**config.mk**
```make
export PLATFORM = sky130hd
export DESIGN_NAME = bcd_display_mux
export DESIGN_NICKNAME = d
export VERILOG_FILES = /design/src/rtl/bcd_display_mux.sv
export SDC_FILE = /design/constraint.sdc
export NUM_CORES = 1
export LEC_CHECK = 0
export CAP_MARGIN = 40
export CORE_ASPECT_RATIO = 0.75
export CORE_MARGIN = 2
export CORE_UTILIZATION = 57
export DETAILED_ROUTE_END_ITERATION = 10
export GPL_TIMING_DRIVEN = 0
export PLACE_DENSITY = 0.9
export SYNTH_ARGS = -nofsm -noshare
export SYNTH_HDL_FRONTEND = slang
export SYNTH_SLANG_ARGS = --single-unit
```
**constraint.sdc**
```tcl
create_clock -name clk -period 4.4 [get_ports clk]
set_input_delay 0.66 -clock clk [delete_from_list [all_inputs] [get_ports clk]]
set_output_delay 0.66 -clock clk [all_outputs]
set_load 0.02 [all_outputs]
```
**src/rtl/bcd_display_mux.sv**
```systemverilog
// rtl/bcd_display_mux.sv - time-multiplexed common-anode seven-segment driver for packed BCD
// Optional LEADING_ZERO_BLANK_EN: blank leading zero digits of the active value (digit 0 always lit).
module bcd_display_mux #(
  parameter int DIGITS       = 10,
  parameter int SCAN_DIV     = 100000,
  parameter int BLANK_CYCLES = 16
) (
  input  logic                  clk,
  input  logic                  rst_n,
  input  logic [4*DIGITS-1:0]   bcd_in,
  input  logic                  load,
  output logic [DIGITS-1:0]     an_n,
  output logic [6:0]            seg_n,
  output logic                  frame_done
);

  localparam int PSC_W = (SCAN_DIV > 1) ? $clog2(SCAN_DIV) : 1;
  localparam int IDX_W = (DIGITS > 1) ? $clog2(DIGITS) : 1;

  localparam logic [PSC_W-1:0] PSC_MAX   = PSC_W'(SCAN_DIV - 1);
  localparam logic [PSC_W-1:0] PSC_BLANK = PSC_W'(BLANK_CYCLES);
  localparam logic [IDX_W-1:0] IDX_MAX   = IDX_W'(DIGITS - 1);

  localparam logic [0:0] ST_BLANK = 1'b0;
  localparam logic [0:0] ST_DRIVE = 1'b1;

  logic [PSC_W-1:0]          psc_q, psc_d;
  logic [IDX_W-1:0]          idx_q, idx_d;
  logic [0:0]                state_q, state_d;
  logic [DIGITS-1:0][3:0]    shadow_q, shadow_d;
  logic [DIGITS-1:0][3:0]    active_q, active_d;
  logic                      pending_q, pending_d;
  logic [DIGITS-1:0]         an_n_q, an_n_d;
  logic [6:0]                seg_n_q, seg_n_d;
  logic                      frame_done_q, frame_done_d;

  logic                      psc_wrap;
  logic                      lit;
  logic [3:0]                digit;

  function automatic logic [6:0] seg_decode(input logic [3:0] nib);
    logic [6:0] s;
    case (nib)
      4'h0:    s = 7'h40;
      4'h1:    s = 7'h79;
      4'h2:    s = 7'h24;
      4'h3:    s = 7'h30;
      4'h4:    s = 7'h19;
      4'h5:    s = 7'h12;
      4'h6:    s = 7'h02;
      4'h7:    s = 7'h78;
      4'h8:    s = 7'h00;
      4'h9:    s = 7'h10;
      default: s = 7'h3F;
    endcase
    return s;
  endfunction

  always_comb begin
    psc_wrap     = (psc_q == PSC_MAX);
    psc_d        = psc_wrap ? '0 : psc_q + 1'b1;
    idx_d        = idx_q;
    if (psc_wrap) begin
      idx_d = (idx_q == IDX_MAX) ? '0 : idx_q + 1'b1;
    end
    frame_done_d = psc_wrap && (idx_q == IDX_MAX);
  end

  // The swap happens at the end of the frame_done cycle; slot 0 is still blanking
  // then, so a load landing in that cycle is shown for the whole new frame.
  always_comb begin
    shadow_d  = shadow_q;
    pending_d = pending_q;
    active_d  = active_q;
    if (load) begin
      shadow_d  = bcd_in;
      pending_d = 1'b1;
    end
    if (frame_done_q) begin
      if (load) begin
        active_d = bcd_in;
      end else if (pending_q) begin
        active_d = shadow_q;
      end
      pending_d = 1'b0;
    end
  end

  always_comb begin
    state_d = state_q;
    case (state_q)
      ST_BLANK: state_d = (psc_d >= PSC_BLANK) ? ST_DRIVE : ST_BLANK;
      default:  state_d = psc_wrap ? ST_BLANK : ST_DRIVE;
    endcase
  end

`ifdef LEADING_ZERO_BLANK_EN
  logic [DIGITS-1:0] lead_zero;
  logic              upper_zero;

  always_comb begin
    lead_zero  = '0;
    upper_zero = 1'b1;
    for (int k = DIGITS - 1; k >= 1; k--) begin
      upper_zero   = upper_zero && (active_d[k] == 4'h0);
      lead_zero[k] = upper_zero;
    end
  end

  assign lit = (state_d == ST_DRIVE) && !lead_zero[idx_d];
`else
  assign lit = (state_d == ST_DRIVE);
`endif

  // Drives are computed from next-state values so they move on the same edge as the prescaler.
  always_comb begin
    digit   = active_d[idx_d];
    an_n_d  = '1;
    seg_n_d = 7'h7F;
    if (lit) begin
      an_n_d[idx_d] = 1'b0;
      seg_n_d       = seg_decode(digit);
    end
  end

  always_ff @(posedge clk or negedge rst_n) begin
    if (!rst_n) begin
      psc_q        <= '0;
      idx_q        <= '0;
      state_q      <= ST_BLANK;
      shadow_q     <= '0;
      active_q     <= '0;
      pending_q    <= 1'b0;
      an_n_q       <= '1;
      seg_n_q      <= 7'h7F;
      frame_done_q <= 1'b0;
    end else begin
      psc_q        <= psc_d;
      idx_q        <= idx_d;
      state_q      <= state_d;
      shadow_q     <= shadow_d;
      active_q     <= active_d;
      pending_q    <= pending_d;
      an_n_q       <= an_n_d;
      seg_n_q      <= seg_n_d;
      frame_done_q <= frame_done_d;
    end
  end

  assign an_n       = an_n_q;
  assign seg_n      = seg_n_q;
  assign frame_done = frame_done_q;

endmodule
```
# Yosys cells after proc, flatten, opt, wreduce, memory -nomap -nowiden
# Memory sizes are Yosys's and may differ from the RTL's.
# Cells that the tools add are included.
[word_totals]
input_bits = 43
memories = 1
ff_bits = 121
mem_bits_ro = 112
word_cells = 56
[mem_list]
columns = ["memory", "depth", "word_bits", "read_ports", "rd_ports_with_merged_regs", "wr", "line", "rtl"]
rows = [
  ["(name not given)", 16, 7, 1, 0, 0, "43", "case (nib)"],
]
[op_classes]
addsub = 2
eq_ne = 2
muxes = 17
n_bitwise = 1
n_reduce_logical = 3
n_lt_le_gt_ge = 3
[ops]
columns = ["op", "count"]
rows = [
  ["$mux 40", 3],
  ["$add 17x1->17 const B", 1],
  ["$eq 17x17->1 const B", 1],
  ["$ge 17x5->1 const B", 1],
  ["$mux 17", 1],
  ["$bmux 4 s4", 1],
  ["$mux 4", 3],
  ["$mux 10", 1],
  ["$not 10->10", 1],
  ["$mux 7", 1],
  ["$mux 1", 6],
  ["$lt 4x5->1 const B", 1],
  ["$add 4x1->4 const B", 1],
  ["$demux 1 s4", 1],
  ["$eq 4x4->1 const B", 1],
  ["$ge 4x1->1 const B", 1],
  ["$logic_and 1x1->1", 2],
  ["$reduce_bool 2->1", 1],
]

# Depth between registers and ports, before layout
[depth]
depth_word = 9
depth_mapped = 16

# Least setup slack after synthesis
# No wires, ideal clock.
[synth_timing]
path_type = "flip-flop to flip-flop"
start = "reg psc_q[0]"
end = "reg seg_n_q[5] (netlist: seg_n[5])"
period_less_slack_ps = 3241
arrival_time_ps = 3159
stages_incl_launch_ff = 16
setup_ps = 82
slack_ps = 1159
t_required_ps = 4318
n_path_buf = 3
path_cell_list = "dfrtp_1 ha_1 buf_2 and4_1 and4_4 buf_6 mux2i_4 buf_6 and2_1 a211oi_1 o311ai_1 inv_1 ha_1 inv_1 mux2i_1 a22oi_1"
[synth_between]
elab_chain_cells = 6
elab_cells_between_ends = 12
classes_between = "add/sub: 1; order compare: 1; eq/ne: 1; mux: 8; memory: 1"
[synth_rtl]
columns = ["element", "line", "rtl"]
rows = [
  ["start, declared", "27", "logic [PSC_W-1:0] psc_q, psc_d;"],
  ["start signal, assigned", "138", "psc_q <= psc_d;"],
  ["$add 17x1->17 / $eq 17x17->1 (equally long branches)", "61, 60", ""],
  ["$mux 17 / $mux 4 (equally long branches)", "61, 63", ""],
  ["$ge 17x5->1 / $bmux 4 s4 (equally long branches)", "92, 117", ""],
  ["$mux 1 / $mux 4 (equally long branches)", "92, 117", ""],
  ["$mux 1 / $mem_v2 16x7 (equally long branches)", "--", ""],
  ["$mux 7 (*)", "120", "if (lit) begin"],
  ["named net seg_n_d[5]", "34", "logic [6:0] seg_n_q, seg_n_d;"],
  ["end signal, assigned", "145", "seg_n_q <= seg_n_d;"],
  ["end, declared", "34", ""],
]
# Mark *: on every way through the listed nets, which the timed path passes. The rest lies on a longest branch. The select of a mux whose other input is x is not followed.
# A chain may end at the register's enable or synchronous reset.

# Final worst setup path
# Ends and elaborated chain as after synthesis.

==> results.rst <==
.. list-table::
   :header-rows: 1

   * - Metric
     - Value
   * - Outcome
     - complete, no violations
   * - Area of combinational cells with multiple inputs
     - 2320 um2
   * - Synth top area share
     - 45.7%
   * - Router iterations before antenna repair
     - 5
   * - Die outline height
     - 90.6 um
   * - Final critical-path required period
     - 4.11 ns
   * - Hold slack final
     - 0.268 ns
   * - Placeable core area
     - 9700 um2
   * - VDD IR-drop max
     - 0.000309 V
   * - Setup fix buffers added after clock tree synthesis
     - 0
   * - Inserted Clock Buffers
     - 17
   * - Leading post-synthesis cells by cell area
     - dfrtp_1 (46%), mux2i_1 (8.4%), dfstp_2 (7.8%)
   * - Hold buffers post-CTS
     - 0
   * - Kind of capture point of the worst setup path
     - flop
   * - Dominant cell type by area after synthesis
     - dfrtp_1
   * - Netlist area before placement
     - 5700 um2
   * - Number of vias after detailed routing
     - 4245
   * - Setup repair after global routing missed its margin
     - false
   * - Final hold violation count
     - 0
   * - Final routed DRC violation total
     - 0
   * - IO Port Bufs
     - 59
   * - Nets in the synthesized netlist
     - 569
   * - Clock transition at path regs
     - 0.05 ns
   * - Initial core utilization
     - 58.8%
   * - Async set-or-reset flop fraction in the synthesized netlist
     - 100%
   * - Antenna cell count
     - 0
   * - Required time of the critical path
     - 4.73 ns
   * - Final weighted congestion in routability-driven placement
     - 0.853
   * - Most used flip-flop cell after synthesis
     - dfrtp_1
   * - Grt ovf
     - 0
   * - Count of final setup violators
     - 0
   * - Number of buffers between clock root and the deepest sink
     - 2
   * - Clock tree from TritonCTS
     - built
   * - Residual antenna-violating net count after detailed routing
     - 0
   * - Crit path kind
     - flop to flop
   * - First-iteration detailed-routing DRC count
     - 502
   * - Least-Margin Pin Slew
     - 0.795 ns
   * - Yosys cell types
     - 62
   * - Gates resized, CTS repair
     - 0
   * - Most common cell after layout, fill and taps aside
     - dfrtp_1
   * - Row count
     - 31
   * - Launch point of the worst path
     - psc_q[0]$_DFF_PN0_
   * - Clock Skew
     - 0.00813 ns
   * - Floorplan die width
     - 119 um
   * - Data arrival time of the worst path
     - 4.43 ns
   * - Total GRT Usage
     - 26.7%
   * - Type of element launching the critical path
     - flop
   * - Number of warnings issued by yosys
     - 0
   * - Relative slew slack
     - 46.5%
   * - Insertion delay of the later-clocked pin in the worst-skew pair
     - 0.42 ns
   * - Detailed Place HPWL
     - 8890 um
   * - Highest attainable clock frequency
     - 0.244 GHz
   * - Power, Total
     - 2730 uW
   * - P per Cell Area
     - 385 nW/um2
   * - Highest net fanout along the worst path
     - 10
   * - Total length of routed wires
     - 13300 um
   * - Via count of the first global-routing pass
     - 4416
   * - Die Area
     - 10800 um2
   * - Worst Reg2Reg Path Length in Cells
     - 15
   * - Class of the worst hold path
     - input pin to async pin
   * - Share of post-route cells with drive strength above 1
     - 15.8%
   * - Global-route wire length before repair
     - 22100 um
   * - Fraction of the cycle the final worst path needs
     - 93.3%
   * - Htree depth
     - 4
   * - Number of enable flip-flop cells after synthesis
     - 0
   * - Routed via count divided by cell count
     - 5.73
   * - Number of filler cells placed in the layout
     - 650
   * - Final-layout setup total negative slack
     - 0 ns
   * - Area used by sequential logic in the layout
     - 3050 um2
   * - Leakage power total
     - 0.00343 uW
   * - WL/cell
     - 18.0 um
   * - Cell at the root of the clock tree
     - clkbuf_16
   * - End of the worst register-to-register path
     - seg_n[5]$_DFF_PN1_
   * - Count of final max-slew check failures
     - 0
   * - Number of antenna violations at the first check in global routing
     - 0
   * - Source of the worst register-to-register timing path
     - psc_q[0]$_DFF_PN0_
   * - Max-cap violations
     - 0
   * - Share of synthesized area occupied by flip-flops and latches
     - 53.5%
   * - Final Net Count
     - 648
   * - Synth Instances
     - 517
   * - Yosys reg bits
     - 121
   * - Worst-case register-to-register setup slack
     - 0.29 ns
   * - TritonCTS Sinks
     - 121
   * - Mapped Avg Cell Area
     - 11.0 um2
   * - Layout overhead on the synthesized area
     - 24.5%
   * - Capture point of the worst path
     - seg_n[5]$_DFF_PN1_
   * - Commonest cells after routing, fill and taps aside
     - dfrtp_1 (104), clkdlybuf4s50_1 (58), inv_1 (49), mux2i_1 (48), nand2_1 (41)
   * - I/O pins
     - 61
   * - Largest net degree at the start of global routing
     - 70
==> per-stage QoR <==
| step | setup slack [ns] | instances | cell area [um2] | utilization [%] |
|---|---|---|---|---|
| 2_1_floorplan | 1.16 | 517 | 5700 | - |
| 3_3_place_gp | -1.66 | 708 | 6460 | 66.6 |
| 3_5_place_dp | 0.354 | 709 | 6480 | 66.8 |
| 4_1_cts | 0.372 | 741 | 7100 | 73.2 |
| 5_1_grt | 0.0661 | 741 | 7100 | 73.2 |
| 6_report | 0.293 | 741 | 7100 | 73.2 |
==> metal layers <==
metal  share of wire, %  vias up  wire length [um]  GRT usage [%]
li1                   -     1932                 -              -
met1                 45     2106              5950           36.1
met2                 47      178              6270           41.3
met3                6.8       29               901           7.45
met4                1.6        0               214           10.3
met5                  0        -                 0              0
==> report_power, final <==
part	switching (uW)	total [uW]	internal (uW)
Sequential	9.92	1160	1150
Clock	479	1440	960
Combinational	69.9	136	65.8
Total	559	2730	2180
==> logic make-up after synthesis <==
group                      Yosys count  share of synthesized area [%]
AOI/OAI and AO/OA                   92                           11.3
xor gates and xnor gates            16                           2.46
adders and majority gates            9                           1.98
buffers and inverters               78                           5.77
DFF                                121                           53.5
muxes                               67                           12.6
and+or+nand+nor                    134                           12.4
==> state kept, by name (all words and copies together) (netlist names) <==
register / cells
shadow_q: 40
seg_n: 7
psc_q: 17
pending_q: 1
state_q: 1
an_n: 10
active_q: 40
idx_q: 4
frame_done: 1
==> cell usage after synthesis (10+ instances only) <==
cell and instances:
dfstp_2 17, nor2b_1 10, clkbuf_1 14, buf_2 11, mux2i_1 48, nand2_1 41, o21ai_0 31, inv_1 49
mux2_2 15, nor2_1 25, a22o_1 11, dfrtp_1 104, nand3_1 11
==> worst max-delay path: stages (launching register included) <==
cell	delay (ns)
dfrtp_1	0.47
ha_1	0.20
buf_2	0.21
and4_1	0.26
and4_4	0.24
buf_6	0.15
mux2i_4	0.52
buf_6	0.24
and2_1	0.18
a211oi_1	0.06
o311ai_1	0.68
inv_1	0.20
ha_1	0.23
inv_1	0.07
mux2i_1	0.07
a22oi_1	0.23
==> layout make-up <==
| cell class | count | share of cell area (%) |
|---|---|---|
| Sequential cell | 121 | 43.0 |
| Timing Repair Buffer | 60 | 8.67 |
| Clock inverter | 8 | 1.62 |
| Tap cell | 132 | 2.33 |
| Buffer | 29 | 2.04 |
| Clock buffer | 24 | 7.07 |
| Multi-Input combinational cell | 318 | 32.7 |
| Inverter | 49 | 2.59 |
==> worst min-delay path by stage <==
stage,startpoint,endpoint,slack (ns),cells past startpoint
after floorplan,rst_n,active_q[0]$_DFF_PN0_,0.36,0
after global placement,shadow_q[9]$_DFFE_PN0P_,shadow_q[9]$_DFFE_PN0P_,0.46,2
after detailed placement,shadow_q[7]$_DFFE_PN0P_,shadow_q[7]$_DFFE_PN0P_,0.46,2
after CTS,rst_n,psc_q[11]$_DFF_PN0_,0.30,1
after global routing,rst_n,psc_q[11]$_DFF_PN0_,0.33,1
final,rst_n,psc_q[11]$_DFF_PN0_,0.27,1
Power figures use the tool's default switching activity.
